--- config.mk ---
export PLATFORM = sky130hd
export DESIGN_NAME = ecb_decrypt
export DESIGN_NICKNAME = d
export VERILOG_FILES = /design/src/rtl/ecb_decrypt.sv
export SDC_FILE = /design/constraint.sdc
export NUM_CORES = 1
export LEC_CHECK = 0
export ABC_AREA = 1
export BUFFER_PORTS_ARGS = -buffer_cell sky130_fd_sc_hd__buf_2
export CORE_ASPECT_RATIO = 0.7
export CORE_MARGIN = 2
export CORE_UTILIZATION = 35
export CTS_CLUSTER_DIAMETER = 50
export DETAILED_ROUTE_END_ITERATION = 12
export PLACE_DENSITY = 0.6
export SLEW_MARGIN = 20
export SYNTH_ARGS = -nofsm -noshare
export SYNTH_HDL_FRONTEND = slang
export SYNTH_SLANG_ARGS = --single-unit
--- constraint.sdc ---
create_clock -name clk -period 7.8 [get_ports clk]
set_input_delay 0.39 -clock clk [delete_from_list [all_inputs] [get_ports clk]]
set_output_delay 0.39 -clock clk [all_outputs]
set_load 0.01 [all_outputs]
--- src/rtl/ecb_decrypt.sv ---
// Per-frame XOR stream decryptor for a two-pixel-per-word video stream.
// One word in, one word out a cycle later; row and frame boundaries are flagged with the output word.
module ecb_decrypt #(
    parameter int BLOCK_SIZE = 32,
    parameter int SYNC_SIZE  = 48,
    parameter int HSIZE      = 768,
    parameter int VSIZE      = 512
) (
    input  logic                  clk,
    input  logic                  rst,
    input  logic                  start,
    input  logic                  enable,
    input  logic [BLOCK_SIZE-1:0] key,
    input  logic                  in_valid,
    input  logic [SYNC_SIZE-1:0]  data_encrypted,
    output logic                  out_valid,
    output logic [SYNC_SIZE-1:0]  data_plain,
    output logic                  row_done,
    output logic                  frame_done,
    output logic                  drop_err
);

    localparam int COLS  = HSIZE / 2;
    localparam int COL_W = (COLS > 1) ? $clog2(COLS) : 1;
    localparam int ROW_W = (VSIZE > 1) ? $clog2(VSIZE) : 1;
    localparam logic [COL_W-1:0] COL_LAST = COL_W'(COLS - 1);
    localparam logic [ROW_W-1:0] ROW_LAST = ROW_W'(VSIZE - 1);

    typedef enum logic [1:0] {
        IDLE = 2'd0,
        RUN  = 2'd1,
        DONE = 2'd2
    } state_t;

    // Key repeated MSB-first across the word, truncated to the word width.
    function automatic logic [SYNC_SIZE-1:0] expand_key(input logic [BLOCK_SIZE-1:0] k);
        logic [SYNC_SIZE-1:0] r;
        r = '0;
        for (int i = 0; i < SYNC_SIZE; i++) begin
            r[SYNC_SIZE-1-i] = k[BLOCK_SIZE-1-(i % BLOCK_SIZE)];
        end
        return r;
    endfunction

    state_t               state_q, state_d;
    logic [COL_W-1:0]     col_q;
    logic [ROW_W-1:0]     row_q;
    logic [SYNC_SIZE-1:0] kexp_q;
    logic                 en_q;
    logic                 accept;
    logic                 drop;
    logic                 col_wrap;
    logic                 frame_end;

    assign col_wrap  = (col_q == COL_LAST);
    assign frame_end = col_wrap && (row_q == ROW_LAST);

    always_comb begin
        state_d = state_q;
        accept  = 1'b0;
        drop    = 1'b0;
        if (start) begin
            // A word arriving alongside start belongs to neither frame.
            state_d = RUN;
            drop    = in_valid;
        end else begin
            case (state_q)
                IDLE: drop = in_valid;
                RUN: begin
                    if (in_valid) begin
                        accept = 1'b1;
                        if (frame_end) state_d = DONE;
                    end
                end
                DONE: drop = in_valid;
                default: state_d = IDLE;
            endcase
        end
    end

    always_ff @(posedge clk or posedge rst) begin
        if (rst) begin
            state_q <= IDLE;
        end else begin
            state_q <= state_d;
        end
    end

    always_ff @(posedge clk or posedge rst) begin
        if (rst) begin
            kexp_q <= '0;
            en_q   <= 1'b0;
            col_q  <= '0;
            row_q  <= '0;
        end else if (start) begin
            kexp_q <= expand_key(key);
            en_q   <= enable;
            col_q  <= '0;
            row_q  <= '0;
        end else if (accept) begin
            if (col_wrap) begin
                col_q <= '0;
                row_q <= frame_end ? '0 : row_q + 1'b1;
            end else begin
                col_q <= col_q + 1'b1;
            end
        end
    end

    always_ff @(posedge clk or posedge rst) begin
        if (rst) begin
            out_valid  <= 1'b0;
            data_plain <= '0;
            row_done   <= 1'b0;
            frame_done <= 1'b0;
        end else begin
            out_valid  <= accept;
            row_done   <= accept && col_wrap;
            frame_done <= accept && frame_end;
            if (accept) begin
                data_plain <= en_q ? (data_encrypted ^ kexp_q) : data_encrypted;
            end
        end
    end

    // Sticky; a drop in the same cycle as start still leaves it set.
    always_ff @(posedge clk or posedge rst) begin
        if (rst) begin
            drop_err <= 1'b0;
        end else if (drop) begin
            drop_err <= 1'b1;
        end else if (start) begin
            drop_err <= 1'b0;
        end
    end

endmodule

==> out/qor.yml <==
clk_path_buf_depth: 2
r2r_start: "state_q[0]"
hold_viol: 0
crit_chain: "buf_2, nor2_8, inv_2, buf_4, o21ai_0"
dp_hpwl_um: 7980
route.detailed.drc: 0
ant_nets: 0
cts_resized: 0
clkSlewWorstSetupHoldPaths_ps: 60
wl_um: 11200
startpoint_type: "primary input"
htreeDepth: 3
ys_types: 27
max_freq_mhz: 465
cts_hold_buf: 0
clkSinkCount: 105
dr.first_iter.drc_count: 187
worstPathRequired_ps: 7990
yosys.area.top_type: "dfrtp_1"
hp-class: "in2async"
nNetsFinal: 754
drive_gt1_share_pct: 24.8
arrival_ps: 2340
power_mw: 1.27
fin_setup_tns_ps: 0
synth_warnings: 0
rows: 35
place_congestion: 0.797
postCtsSetupBuffers: 0
syn-cell-area_um2: 4790
syn_area_per_cell_um2: 8.89
yosys.area.top_type_share_pct: 54.9
rsz0062_at_grt: "no"
reg2reg_depth: 5
syn_inst: 539
fin_area_um2: 5860
grt_pass1_wl_um: 18500
start_util_pct: 36.1
syn_nets: 627
critPathBufInv: 3
grt_pass1_vias: 3811
drt-pass1-iter-count: 4
dpl-instance-area_um2: 5590
setup_viol: 0
insertion_delay_ps: 340
synthTopCellsByArea: "dfrtp_1 55%, nand2_1 18%, xor2_1 9.7%"
wl_per_cell_um: 13.1
cts_buffers: 9
ys_seq_elements: 105
status: "finished clean"
diodes: 0
die_w_um: 144
track_usage_pct: 16.1
ios: 137
cellPowerDensity_nw_per_um2: 216
regToRegSetupSlack_ps: 5760
whs_ps: 101
setup_ws_ps: 5650
grt_max_degree: 64
maxCapViolCount: 0
num-fill-cells: 1315
vias: 3874
r2r-end: "data_plain[0]"
pre_cts_ws_ps: 5230
port_buffers: 136
final.min_clock_period_ps: 2150
crit_type: "in2reg"
relSlewSlack_pct: 45.0
clock-root-buffer: "clkbuf_16"
cp-end-kind: "register"
slew_violations: 0
p_leak_nw: 3.04
syn2layout_area_growth_pct: 22.4
max_stage_delay_ps: 630
die_y_um: 102
path_max_fanout: 61
antenna_found_initial: 1
slowest_stage: "buf_2"
cts_tree: "yes"
die-area_um2: 14700
skew_ps: 6.10
yosysSeqAreaShare_pct: 54.9
multiInputGateArea_um2: 1950
critPathTopFamily: "buffers and inverters"
routed_via_density: 4.53
worst_pin_slew_ps: 825
core-area_um2: 13300
vdd_drop_max_mv: 0.102
seq_area_um2: 2630
gr-total-overflow: 0
period_share_pct: 27.6
## metal layers
| layer | GRT usage (%) | share of wire, % | vias to the layer above |
|---|---|---|---|
| met3 | 5.15 | 7.2 | 7 |
| met2 | 25.2 | 43 | 117 |
| met1 | 22.2 | 49 | 1797 |
| met4 | 3.70 | 0.72 | 0 |
| met5 | 0 | 0 | - |
| li1 | - | - | 1953 |
## synthesized netlist by cell type (all sizes together)
cell type	instances
nand4	7
o32ai	1
inv	20
a21oi	1
clkbuf	11
xnor2	1
nand3	14
ha	3
nor4	1
nor3	2
dfrtp	105
xor2	53
nand2	231
nor2	22
buf	11
o21ai	56
## logic make-up after synthesis
logic type	count (synthesis)	share of synthesized area, %
AND/OR/NAND/NOR	277	23.9
AO/OA/AOI/OAI	58	6.14
flip-flops	105	54.9
buffers and inverters	42	4.41
XOR/XNOR	54	9.87
adder cells (fa/ha/maj)	3	0.784
## state kept, by name, summed over array words and instances (netlist names)
signal      cells
col_q           9
data_plain     48
drop_err        1
en_q            1
frame_done      1
kexp_q         32
out_valid       1
row_done        1
row_q           9
state_q         2
## report_power, final
part | internal, mW | total, mW | switching [mW]
Clock | 0.233 | 0.424 | 0.191
Sequential | 0.603 | 0.640 | 0.0370
Combinational | 0.0846 | 0.203 | 0.118
## cell type report
| type | instances | area share [%] |
|---|---|---|
| clock inverters | 2 | 0.235 |
| repair buffers | 138 | 11.9 |
| inverters | 20 | 1.37 |
| well taps | 185 | 3.95 |
| flip-flops and latches | 105 | 44.9 |
| clock buffers | 13 | 4.44 |
| multi-input cells | 392 | 33.3 |
## through the flow
step | instances | utilization [%]
finish | 855 | 44.2
global route | 855 | 44.2
CTS | 855 | 44.2
detailed placement | 840 | 42.1
global placement | 840 | 42.1
floorplan | 539 | -
## how the worst max path moves through the flow
stage | slack (ps) | endpoint | startpoint | cells past startpoint
after floorplan | 4650 | col_q[0] | rst | 1
after global placement | 5320 | data_plain[0] | start | 5
after detailed placement | 5230 | data_plain[0] | start | 5
after CTS | 5590 | data_plain[0] | start | 5
after global routing | 5370 | data_plain[35] | start | 6
final | 5650 | data_plain[0] | start | 5
## layout by cell type (no fill, tap or decap), types with 2 or more instances in the layout
cell / n
nor2_1: 16
nand2_1: 229
ha_1: 3
inv_1: 16
nor3_1: 2
clkbuf_8: 2
buf_2: 136
nor2_4: 2
nand4_1: 7
nor2_2: 3
buf_4: 2
inv_2: 2
clkbuf_16: 9
o21ai_1: 43
dfrtp_1: 104
nand3_1: 12
inv_4: 2
o21ai_0: 13
clkbuf_1: 2
xor2_1: 53
(Power assumes the default switching activity.)
